--- src/rtl/divider_sched_pkg.sv ---
// Shared types and constants for the divider scheduler and its serial divider core.
package divider_sched_pkg;

   localparam int unsigned DefaultWidth = 16;

   typedef enum logic [2:0] {
      StIdle,
      StAccept,
      StCalc,
      StFinish,
      StResult
   } state_e;

   typedef enum logic {
      GrantA,
      GrantB
   } grant_e;

endpackage

--- src/rtl/divider_scheduler_if.sv ---
// Operand and result stb/ack streams for the two requesters sharing the divider.
interface divider_scheduler_if
   import divider_sched_pkg::*;
#(
   parameter int unsigned WIDTH = DefaultWidth
);

   logic [2*WIDTH-1:0] input_a;
   logic               input_a_stb;
   logic               input_a_ack;
   logic [2*WIDTH-1:0] input_b;
   logic               input_b_stb;
   logic               input_b_ack;
   logic [2*WIDTH-1:0] output_a;
   logic               output_a_stb;
   logic               output_a_ack;
   logic [2*WIDTH-1:0] output_b;
   logic               output_b_stb;
   logic               output_b_ack;

   modport master (
      output input_a, input_a_stb, input_b, input_b_stb, output_a_ack, output_b_ack,
      input  input_a_ack, input_b_ack, output_a, output_a_stb, output_b, output_b_stb
   );

   modport slave (
      input  input_a, input_a_stb, input_b, input_b_stb, output_a_ack, output_b_ack,
      output input_a_ack, input_b_ack, output_a, output_a_stb, output_b, output_b_stb
   );

endinterface

--- src/rtl/serial_divider_core.sv ---
// Signed restoring divider: one quotient bit per calc cycle on operand magnitudes, C-style signs.
module serial_divider_core
   import divider_sched_pkg::*;
#(
   parameter int unsigned WIDTH = DefaultWidth
) (
   input  logic             clk,
   input  logic             rst_n,
   input  logic             start_i,
   input  logic             calc_i,
   input  logic [WIDTH-1:0] dividend_i,
   input  logic [WIDTH-1:0] divisor_i,
   output logic             done_o,
   output logic [WIDTH-1:0] quotient_o,
   output logic [WIDTH-1:0] remainder_o
);

   localparam int unsigned CntW = $clog2(WIDTH);

   logic [WIDTH-1:0] quo_q, quo_d, rem_q, rem_d, dvs_q, dvs_d, dvd_q, dvd_d;
   logic [CntW-1:0]  cnt_q, cnt_d;
   logic             neg_quo_q, neg_quo_d, neg_rem_q, neg_rem_d, zero_q, zero_d;
   logic [WIDTH:0]   trial;

   always_comb begin
      quo_d     = quo_q;
      rem_d     = rem_q;
      dvs_d     = dvs_q;
      dvd_d     = dvd_q;
      cnt_d     = cnt_q;
      neg_quo_d = neg_quo_q;
      neg_rem_d = neg_rem_q;
      zero_d    = zero_q;
      // quo_q doubles as the dividend shift register; its MSB feeds the partial remainder
      trial     = {rem_q, quo_q[WIDTH-1]} - {1'b0, dvs_q};
      if (start_i) begin
         quo_d     = dividend_i[WIDTH-1] ? -dividend_i : dividend_i;
         dvs_d     = divisor_i[WIDTH-1] ? -divisor_i : divisor_i;
         rem_d     = '0;
         dvd_d     = dividend_i;
         cnt_d     = CntW'(WIDTH - 1);
         neg_quo_d = dividend_i[WIDTH-1] ^ divisor_i[WIDTH-1];
         neg_rem_d = dividend_i[WIDTH-1];
         zero_d    = (divisor_i == '0);
      end else if (calc_i) begin
         cnt_d = cnt_q - CntW'(1);
         if (!trial[WIDTH]) begin
            rem_d = trial[WIDTH-1:0];
            quo_d = {quo_q[WIDTH-2:0], 1'b1};
         end else begin
            rem_d = {rem_q[WIDTH-2:0], quo_q[WIDTH-1]};
            quo_d = {quo_q[WIDTH-2:0], 1'b0};
         end
      end
   end

   always_ff @(posedge clk) begin
      if (!rst_n) begin
         quo_q     <= '0;
         rem_q     <= '0;
         dvs_q     <= '0;
         dvd_q     <= '0;
         cnt_q     <= '0;
         neg_quo_q <= 1'b0;
         neg_rem_q <= 1'b0;
         zero_q    <= 1'b0;
      end else begin
         quo_q     <= quo_d;
         rem_q     <= rem_d;
         dvs_q     <= dvs_d;
         dvd_q     <= dvd_d;
         cnt_q     <= cnt_d;
         neg_quo_q <= neg_quo_d;
         neg_rem_q <= neg_rem_d;
         zero_q    <= zero_d;
      end
   end

   assign done_o      = calc_i && (cnt_q == '0);
   // Divide-by-zero result is forced regardless of what the shift/subtract loop produced
   assign quotient_o  = zero_q ? '1 : (neg_quo_q ? -quo_q : quo_q);
   assign remainder_o = zero_q ? dvd_q : (neg_rem_q ? -rem_q : rem_q);

endmodule

--- src/rtl/divider_scheduler.sv ---
// Round-robin sharing of one serial divider between two requesters.
// DIVIDER_ZERO_BYPASS_EN: a zero divisor skips the calc phase (ACCEPT -> FINISH).
module divider_scheduler
   import divider_sched_pkg::*;
#(
   parameter int unsigned WIDTH = DefaultWidth
) (
   input  logic                clk,
   input  logic                rst_n,
   divider_scheduler_if.slave  bus,
   output logic                busy
);

   state_e             state_q, state_d;
   grant_e             grant_q, grant_d, last_grant_q, last_grant_d;
   logic               in_ack_a_q, in_ack_a_d, in_ack_b_q, in_ack_b_d;
   logic               out_stb_a_q, out_stb_a_d, out_stb_b_q, out_stb_b_d;
   logic [2*WIDTH-1:0] out_a_q, out_a_d, out_b_q, out_b_d;
   logic [2*WIDTH-1:0] sel_ops;
   logic               pick_a, core_done;
   logic [WIDTH-1:0]   quotient, remainder;

   assign sel_ops = (grant_q == GrantA) ? bus.input_a : bus.input_b;
   assign pick_a  = bus.input_a_stb && (!bus.input_b_stb || (last_grant_q == GrantB));

   serial_divider_core #(
      .WIDTH (WIDTH)
   ) u_core (
      .clk         (clk),
      .rst_n       (rst_n),
      .start_i     (state_q == StAccept),
      .calc_i      (state_q == StCalc),
      .dividend_i  (sel_ops[2*WIDTH-1:WIDTH]),
      .divisor_i   (sel_ops[WIDTH-1:0]),
      .done_o      (core_done),
      .quotient_o  (quotient),
      .remainder_o (remainder)
   );

   always_comb begin
      state_d      = state_q;
      grant_d      = grant_q;
      last_grant_d = last_grant_q;
      in_ack_a_d   = 1'b0;
      in_ack_b_d   = 1'b0;
      out_stb_a_d  = out_stb_a_q;
      out_stb_b_d  = out_stb_b_q;
      out_a_d      = out_a_q;
      out_b_d      = out_b_q;
      unique case (state_q)
         StIdle: begin
            if (bus.input_a_stb || bus.input_b_stb) begin
               state_d    = StAccept;
               grant_d    = pick_a ? GrantA : GrantB;
               in_ack_a_d = pick_a;
               in_ack_b_d = !pick_a;
            end
         end
         StAccept: begin
            last_grant_d = grant_q;
`ifdef DIVIDER_ZERO_BYPASS_EN
            state_d = (sel_ops[WIDTH-1:0] == '0) ? StFinish : StCalc;
`else
            state_d = StCalc;
`endif
         end
         StCalc: begin
            if (core_done) state_d = StFinish;
         end
         StFinish: begin
            state_d = StResult;
            if (grant_q == GrantA) begin
               out_a_d     = {quotient, remainder};
               out_stb_a_d = 1'b1;
            end else begin
               out_b_d     = {quotient, remainder};
               out_stb_b_d = 1'b1;
            end
         end
         StResult: begin
            if ((out_stb_a_q && bus.output_a_ack) || (out_stb_b_q && bus.output_b_ack)) begin
               out_stb_a_d = 1'b0;
               out_stb_b_d = 1'b0;
               state_d     = StIdle;
            end
         end
         default: state_d = StIdle;
      endcase
   end

   always_ff @(posedge clk) begin
      if (!rst_n) begin
         state_q      <= StIdle;
         grant_q      <= GrantA;
         last_grant_q <= GrantB;
         in_ack_a_q   <= 1'b0;
         in_ack_b_q   <= 1'b0;
         out_stb_a_q  <= 1'b0;
         out_stb_b_q  <= 1'b0;
         out_a_q      <= '0;
         out_b_q      <= '0;
      end else begin
         state_q      <= state_d;
         grant_q      <= grant_d;
         last_grant_q <= last_grant_d;
         in_ack_a_q   <= in_ack_a_d;
         in_ack_b_q   <= in_ack_b_d;
         out_stb_a_q  <= out_stb_a_d;
         out_stb_b_q  <= out_stb_b_d;
         out_a_q      <= out_a_d;
         out_b_q      <= out_b_d;
      end
   end

   assign bus.input_a_ack  = in_ack_a_q;
   assign bus.input_b_ack  = in_ack_b_q;
   assign bus.output_a_stb = out_stb_a_q;
   assign bus.output_b_stb = out_stb_b_q;
   assign bus.output_a     = out_a_q;
   assign bus.output_b     = out_b_q;
   assign busy             = (state_q != StIdle);

endmodule
--- src/flat_wrapper.sv ---
// flat-port wrapper written by rule: the top's interface ports become plain ports
module divider_scheduler_flat import divider_sched_pkg::*;
#(
   parameter int unsigned WIDTH = DefaultWidth
)
  (clk, rst_n, busy, bus_input_a, bus_input_a_stb, bus_input_b, bus_input_b_stb, bus_output_a_ack, bus_output_b_ack, bus_input_a_ack, bus_input_b_ack, bus_output_a, bus_output_a_stb, bus_output_b, bus_output_b_stb);
  divider_scheduler_if #(.WIDTH(WIDTH)) bus_i ();
  input  logic clk;
  input  logic rst_n;
  output logic busy;
  input wire logic [$bits(bus_i.input_a)-1:0] bus_input_a;
  input wire logic [$bits(bus_i.input_a_stb)-1:0] bus_input_a_stb;
  input wire logic [$bits(bus_i.input_b)-1:0] bus_input_b;
  input wire logic [$bits(bus_i.input_b_stb)-1:0] bus_input_b_stb;
  input wire logic [$bits(bus_i.output_a_ack)-1:0] bus_output_a_ack;
  input wire logic [$bits(bus_i.output_b_ack)-1:0] bus_output_b_ack;
  output wire logic [$bits(bus_i.input_a_ack)-1:0] bus_input_a_ack;
  output wire logic [$bits(bus_i.input_b_ack)-1:0] bus_input_b_ack;
  output wire logic [$bits(bus_i.output_a)-1:0] bus_output_a;
  output wire logic [$bits(bus_i.output_a_stb)-1:0] bus_output_a_stb;
  output wire logic [$bits(bus_i.output_b)-1:0] bus_output_b;
  output wire logic [$bits(bus_i.output_b_stb)-1:0] bus_output_b_stb;
  assign bus_i.input_a = bus_input_a;
  assign bus_i.input_a_stb = bus_input_a_stb;
  assign bus_i.input_b = bus_input_b;
  assign bus_i.input_b_stb = bus_input_b_stb;
  assign bus_i.output_a_ack = bus_output_a_ack;
  assign bus_i.output_b_ack = bus_output_b_ack;
  assign bus_input_a_ack = bus_i.input_a_ack;
  assign bus_input_b_ack = bus_i.input_b_ack;
  assign bus_output_a = bus_i.output_a;
  assign bus_output_a_stb = bus_i.output_a_stb;
  assign bus_output_b = bus_i.output_b;
  assign bus_output_b_stb = bus_i.output_b_stb;
  divider_scheduler #(.WIDTH(WIDTH)) u_core (.clk(clk), .rst_n(rst_n), .bus(bus_i), .busy(busy));
endmodule
--- config.mk ---
export PLATFORM = sky130hd
export DESIGN_NAME = divider_scheduler_flat
export DESIGN_NICKNAME = d
export VERILOG_FILES = /design/src/rtl/divider_sched_pkg.sv /design/src/rtl/divider_scheduler_if.sv /design/src/rtl/serial_divider_core.sv /design/src/rtl/divider_scheduler.sv /design/src/flat_wrapper.sv
export SDC_FILE = /design/constraint.sdc
export NUM_CORES = 1
export LEC_CHECK = 0
export ABC_CLOCK_PERIOD_IN_PS = 3100
export BUFFER_PORTS_ARGS = -buffer_cell sky130_fd_sc_hd__buf_2
export CAP_MARGIN = 20
export CORE_MARGIN = 1.5
export CORE_UTILIZATION = 40
export CTS_BUF_LIST = sky130_fd_sc_hd__clkbuf_8
export CTS_CLUSTER_DIAMETER = 150
export CTS_CLUSTER_SIZE = 12
export DETAILED_ROUTE_END_ITERATION = 8
export GPL_TIMING_DRIVEN = 0
export PLACE_DENSITY = 0.65
export RECOVER_POWER = 100
export SLEW_MARGIN = 20
export SYNTH_ARGS = -nofsm -noshare
export SYNTH_HDL_FRONTEND = slang
export SYNTH_SLANG_ARGS = --single-unit
--- constraint.sdc ---
create_clock -name clk -period 3.1 [get_ports clk]
set_input_delay 0.31 -clock clk [delete_from_list [all_inputs] [get_ports clk]]
set_output_delay 0.31 -clock clk [all_outputs]
set_load 0.01 [all_outputs]
==> results.yml, run 1 <==
placement:
  place_ws_ns: -0.5533
  port_buffers: 138
  dp_hpwl_um: 19730
  gp_congestion: 0.9183
  placed_cells: 1436
layout:
  nNetsFinal: 1281
  drive_gt1_frac: 0.1140
  mostFrequentLayoutCell: "dfxtp_1"
  layout_common_cells: "dfxtp_1, clkbuf_1, nor2_1"
  diodes: 0
  fill_cells: 2063
  final_core_util: 0.4804
  stdcell_count: 1467
  area_growth_pct: 16.45
logic_synthesis:
  async_flop_share: 0
  synth_warnings: 0
  synth_top_area_frac: 0.3531
  yosysUniqueCellTypes: 64
  synth_seq_cells: 143
  syn-num-nets: 1125
  netlist_area_sq_um: 8108
  synth.area.top_cells: "dfxtp_1, a21oi_1, o21ai_0"
  netlist_instances: 1033
  ys_seq_area_frac: 0.3531
  syn-mean-instance-area_sq_um: 7.849
  synth_edf_count: 0
  yosys_most_used_dff: "dfxtp_1"
  yosysTopAreaCell: "dfxtp_1"
clock_network:
  cts_buffers: 17
  clk_path_buf_depth: 2
  clock_latency_ns: 0.47
  cts_tree: "built"
  clkSinkCount: 143
  clk_pin_slew_ns: 0.08
  root_buffer: "clkbuf_8"
  hold_buffers: 0
  h-tree-depth: 4
routing:
  vias: 8076
  drt.antenna.violating_nets: 0
  wl_per_cell_um: 17.27
  drtIter0Drc: 553
  drt_wl_total_um: 25340
  drc_errors: 0
  dr.pass1.iters: 5
  routed_via_density: 5.505
global_route:
  grt.overflow.total: 0
  antenna_found_initial: 1
  grt_pass1_vias: 7308
  grt_start_max_net_pins: 20
  grt_pass1_wl_um: 40250
  grtUsageTotal: 0.2379
power:
  leakage_nw: 3.428
  sw_frac_of_total: 0.4416
  cellPowerDensity_nw_per_um2: 839.0
  intPower_w: 0.004424
  pwr-share-comb: 0.508
  seqPwrFrac: 0.305
  switchingPower_w: 0.003498
  clockPowerShare: 0.187
  ir_drop_uv: 339.5
worst_setup_path:
  required_ns: 3.49
  r2r-end: "u_core.u_core.quo_q[11]"
  worst-setup-path-type: "register to register"
  reg2reg_from: "u_core.state_q[0]"
  cp_max_fo: 10
  r2r_setup_slack_ns: 0.07
  cp_data_arrival_time_ns: 3.42
  rr_worst_depth: 6
  start_kind: "register"
  end_kind: "register"
timing:
  slew_headroom: 0.2385
  max_freq_mhz: 330.3
  setup_viol: 0
  hold_slack_ns: 0.1235
  report.final.slew_viol_count: 0
  rsz0062_at_grt: "no"
  final.setup_skew_ns: 0.01214
  setup-tns-final_ns: 0
  hold_viol: 0
  min_period_ns: 3.028
  worstMarginPinSlew_ns: 1.140
  timing.final.crit_share: 0.9768
  fin_ws_ns: 0.07199
flow_run:
  cap_violations: 0
floorplanning:
  die-area_sq_um: 21130
  die_w_um: 145.4
  initial_core_util: 0.4125
  fp-row-count: 51
  ios: 139
  fp.dieH_um: 145.4
  core_area_sq_um: 19650
min_path:
  hold_depth: 3
  hold_start: "bus_input_a_stb"
  holdPathEnd: "u_core.bus.input_a_ack"
  hold_path.class: "input pin to register"
status:
  status: "finished clean"
## timing repair
item                                    CTS  global route
endpoints found under the setup margin   20            17
resized for setup                         8             6
cloned                                    0             0
setup buffers                             1             1
pin swaps                                 1             2
## flip-flops by register name, summed over array words and instances, names as in the netlist
register and cells:
u_core.bus.input_b_ack 1, u_core.u_core.quo_q 16, u_core.u_core.rem_q 16, u_core.u_core.dvd_q 16, u_core.state_q 3, u_core.u_core.neg_quo_q 1
u_core.u_core.zero_q 1, u_core.last_grant_q 1, u_core.bus.output_b_stb 1, u_core.u_core.cnt_q 4, u_core.bus.input_a_ack 1, u_core.bus.output_b 32
u_core.grant_q 1, u_core.u_core.dvs_q 16, u_core.bus.output_a_stb 1, u_core.bus.output_a 32
## per-layer routing
metal | up-vias | share of wire | global-route usage
met3 | 41 | 0.071 | 0.04263
met4 | 0 | 0.016 | 0.06735
met5 | - | 0 | 0
met1 | 3747 | 0.49 | 0.3454
li1 | 4015 | - | -
met2 | 273 | 0.42 | 0.3598
## stage by stage
| stage | power, W | instance area, sq um |
|---|---|---|
| 6_report | 0.007922 | 9442 |
| 5_1_grt | 0.008435 | 9442 |
| 4_1_cts | 0.007888 | 9559 |
| 3_5_place_dp | 0.006369 | 9130 |
| 3_3_place_gp | 0.006323 | 9130 |
| 2_1_floorplan | 0.005302 | 8108 |
## logic make-up (layout without fill, tap and decap cells)
logic type	count (synthesis)	after routing	synth area share
AND/OR/NAND/NOR	346	346	0.2017
AO/OA/AOI/OAI	320	320	0.2381
flip-flops	143	143	0.3531
buffers and inverters	98	267	0.05000
XOR/XNOR	53	53	0.05725
multiplexers	51	51	0.06497
adder cells (fa/ha/maj)	22	22	0.03488
## layout make-up
class,instances,area [sq um],share of cell area
Timing Repair Buffer,140,618.1,0.06547
Sequential cell,143,2864,0.3033
Buffer,67,292.8,0.03101
Clock inverter,14,140.1,0.01484
Tap cell,265,331.6,0.03512
Inverter,28,105.1,0.01113
Multi-Input combinational cell,792,4842,0.5129
Clock buffer,18,247.7,0.02624
## critical path, cell delays in order (launching register included)
cell	delay [ns]
dfxtp_1	0.31
clkbuf_1	0.28
nor3b_1	0.96
clkbuf_1	0.47
clkbuf_1	0.51
nand2_1	0.22
a21oi_1	0.19
## Yosys cell counts, drive strengths merged (2+ instances only)
cell / instances
mux2: 7
o311ai: 3
o31ai: 13
nor2b: 2
nor4: 3
nor3b: 11
or4b: 2
a21o: 3
o21a: 7
a211o: 2
and3: 15
or2: 4
a21oi: 115
nor3: 31
a221oi: 2
a41oi: 3
nor2: 119
dfxtp: 143
nand2: 97
or3: 5
or3b: 2
a311oi: 3
and2: 8
nand3: 23
nand4: 5
ha: 21
o21ai: 99
o41a: 2
a211oi: 39
o221ai: 5
o41ai: 4
a22oi: 8
clkbuf: 53
buf: 17
xnor2: 30
inv: 27
xor2: 23
o211ai: 4
nand2b: 8
a31oi: 4
mux2i: 44
or4: 9
## how the worst max path moves through the flow
| stage | startpoint | endpoint | slack [ns] |
|---|---|---|---|
| after floorplan | u_core.grant_q | u_core.u_core.quo_q[12] | 0.27 |
| after global placement | u_core.grant_q | u_core.u_core.dvs_q[12] | -0.55 |
| after detailed placement | u_core.grant_q | u_core.u_core.dvs_q[12] | -0.55 |
| after CTS | u_core.u_core.quo_q[15] | u_core.u_core.rem_q[15] | 0.01 |
| after global routing | u_core.u_core.rem_q[0] | u_core.u_core.rem_q[15] | 0.02 |
| final | u_core.state_q[0] | u_core.u_core.quo_q[11] | 0.07 |
## power by group through the flow
stage	sequential, W	combinational, W	clock (W)
4_1_cts	0.00240	0.00400	0.00149
5_1_grt	0.00244	0.00441	0.00159
6_report	0.00241	0.00403	0.00148
2_1_floorplan	0.00237	0.00293	0
3_5_place_dp	0.00244	0.00393	0
3_3_place_gp	0.00243	0.00389	0
No activity file was read; power rests on OpenSTA's default activity.
==> inputs of run 2 (changes only) <==
Settings changed: ABC_CLOCK_PERIOD_IN_PS 3100 to 3200.
Clock period 3.1 ns to 3.2 ns, I/O delays scaled along.
==> run 2 against run 1 <==
  * Non-clock buffer count unchanged
  * Critical path depth up 6
  * Cell count unchanged
  * Sequential share of layout area down 0.068 points
  * Critical path type unchanged
  * Clock power down 3%
  * Highest routed layer unchanged
==> results.yml, run 2 (same netlist as run 1, synthesis figures left out) <==
timing:
  final.setup_skew_ns: 0.01231
  rsz0062_at_grt: "no"
  hold_viol: 0
  setup-tns-final_ns: 0
  hold_slack_ns: 0.1372
  timing.final.crit_share: 0.9625
  report.final.slew_viol_count: 0
  worstMarginPinSlew_ns: 1.172
  max_freq_mhz: 324.7
  min_period_ns: 3.080
  slew_headroom: 0.2172
  setup_viol: 0
worst_setup_path:
  cp_num_buf_inv: 3
  end_kind: "register"
  cp_max_fo: 10
  critPathTopFamily: "compound AO/OA/AOI/OAI gates"
  rr_worst_depth: 12
  start_kind: "register"
  worst-setup-path-type: "register to register"
  cp_data_arrival_time_ns: 3.43
  crit_cells: 12
  max_stage_delay_ns: 0.43
  crit_slowest_cell: "dfxtp_1"
  required_ns: 3.55
  crit_chain: "inv_1 -> ha_1 -> fa_1 -> nand2b_1 -> a21oi_4 -> o21ai_2 -> a211o_1 -> and2_1 -> buf_6 -> buf_4 -> a41oi_1 -> o21ai_1"
floorplanning:
  fp-row-count: 51
  die-area_sq_um: 21130
  fp.dieH_um: 145.4
  ios: 139
  core_area_sq_um: 19650
  die_w_um: 145.4
  initial_core_util: 0.4125
routing:
  dr.pass1.iters: 5
  drt.antenna.violating_nets: 0
  drtIter0Drc: 601
  wl_per_cell_um: 17.27
  drc_errors: 0
  routed_via_density: 5.517
  vias: 8093
  drt_wl_total_um: 25340
power:
  intPower_w: 0.004281
  leakage_nw: 3.433
  seqPwrFrac: 0.304
  sw_frac_of_total: 0.4423
  pwr-share-comb: 0.508
  switchingPower_w: 0.003394
  power.total_w: 0.007675
  clockPowerShare: 0.187
  cellPowerDensity_nw_per_um2: 811.0
  ir_drop_uv: 327.3
layout:
  area_growth_pct: 16.71
  fill_cells: 2051
  mostFrequentLayoutCell: "dfxtp_1"
  multiInputGateArea_sq_um: 4862
  drive_gt1_frac: 0.1156
  layout_common_cells: "dfxtp_1, clkbuf_1, nor2_1"
  diodes: 0
  fin_area_sq_um: 9463
  nNetsFinal: 1281
  stdcell_count: 1467
  regArea_sq_um: 2864
min_path:
  hold_depth: 3
  hold_path.class: "input pin to register"
global_route:
  grt_start_max_net_pins: 20
  grt.overflow.total: 0
  antenna_found_initial: 1
  grtUsageTotal: 0.2377
  grt_pass1_vias: 7301
  grt_pass1_wl_um: 40230
clock_network:
  clock_latency_ns: 0.47
  clkSinkCount: 143
  cts_tree: "built"
  h-tree-depth: 4
  clk_pin_slew_ns: 0.08
  root_buffer: "clkbuf_8"
  cts_buffers: 17
  hold_buffers: 0
  clk_path_buf_depth: 2
placement:
  postPlaceCellArea_sq_um: 9130
  gp_congestion: 0.9183
  placed_cells: 1436
  dp_hpwl_um: 19730
  port_buffers: 138
flow_run:
  cap_violations: 0
status:
  status: "finished clean"
[run 2: cell counts in the layout (fill, tap and decap cells not counted)]
No cell type changed its count.
[run 2: path summary, 6_finish.rpt]
| path | start | to | slack, ns |
|---|---|---|---|
| hold / removal | bus_input_a_stb | u_core.bus.input_a_ack | 0.14 |
| setup reg to reg | u_core.u_core.quo_q[15] | u_core.u_core.rem_q[15] | 0.12 |
| setup / recovery | u_core.u_core.quo_q[15] | u_core.u_core.rem_q[15] | 0.12 |
| hold reg to reg | u_core.u_core.dvs_q[3] | u_core.u_core.dvs_q[3] | 0.45 |
[run 2: per-layer routing]
| metal | GRT usage | vias to the layer above | wire length [um] |
|---|---|---|---|
| met5 | 0 | - | 0 |
| li1 | - | 4004 | - |
| met3 | 0.04295 | 33 | 1983 |
| met1 | 0.3450 | 3763 | 12230 |
| met4 | 0.06735 | 0 | 340 |
| met2 | 0.3593 | 293 | 10790 |
[run 2: power groups by stage]
| stage | sequential (W) | combinational (W) | clock [W] |
|---|---|---|---|
| global route | 0.00236 | 0.00427 | 0.00154 |
| global placement | 0.00236 | 0.00377 | 0 |
| finish | 0.00234 | 0.00390 | 0.00144 |
| CTS | 0.00233 | 0.00383 | 0.00145 |
| floorplan | 0.00229 | 0.00284 | 0 |
| detailed placement | 0.00237 | 0.00380 | 0 |
[run 2: final cells by class]
cell class                      instances  area share
Tap cell                              265     0.03504
Clock inverter                         14     0.01481
Timing Repair Buffer                  139     0.06452
Inverter                               28     0.01111
Sequential cell                       143      0.3027
Clock buffer                           18     0.02618
Buffer                                 68     0.03187
Multi-Input combinational cell        792      0.5138
[run 2: metrics by stage]
stage | worst slack (ns) | utilization
after floorplan | 0.3750 | -
after global placement | -0.4532 | 0.4645
after detailed placement | -0.4533 | 0.4645
after CTS | 0.000007994 | 0.4849
after global routing | 0.01010 | 0.4815
final | 0.1200 | 0.4815
[run 2: what timing repair did]
| action | in CTS | in global routing |
|---|---|---|
| setup buffers | 0 | 1 |
| setup endpoints to repair | 17 | 18 |
| gates resized for setup | 4 | 8 |
| pin swaps | 0 | 1 |
[run 2: worst min-delay path: cells and delay by family]
kind            cells  cell delay [ns]
compound gates      1             0.07
buf+inv             1             0.12
simple gates        1             0.05
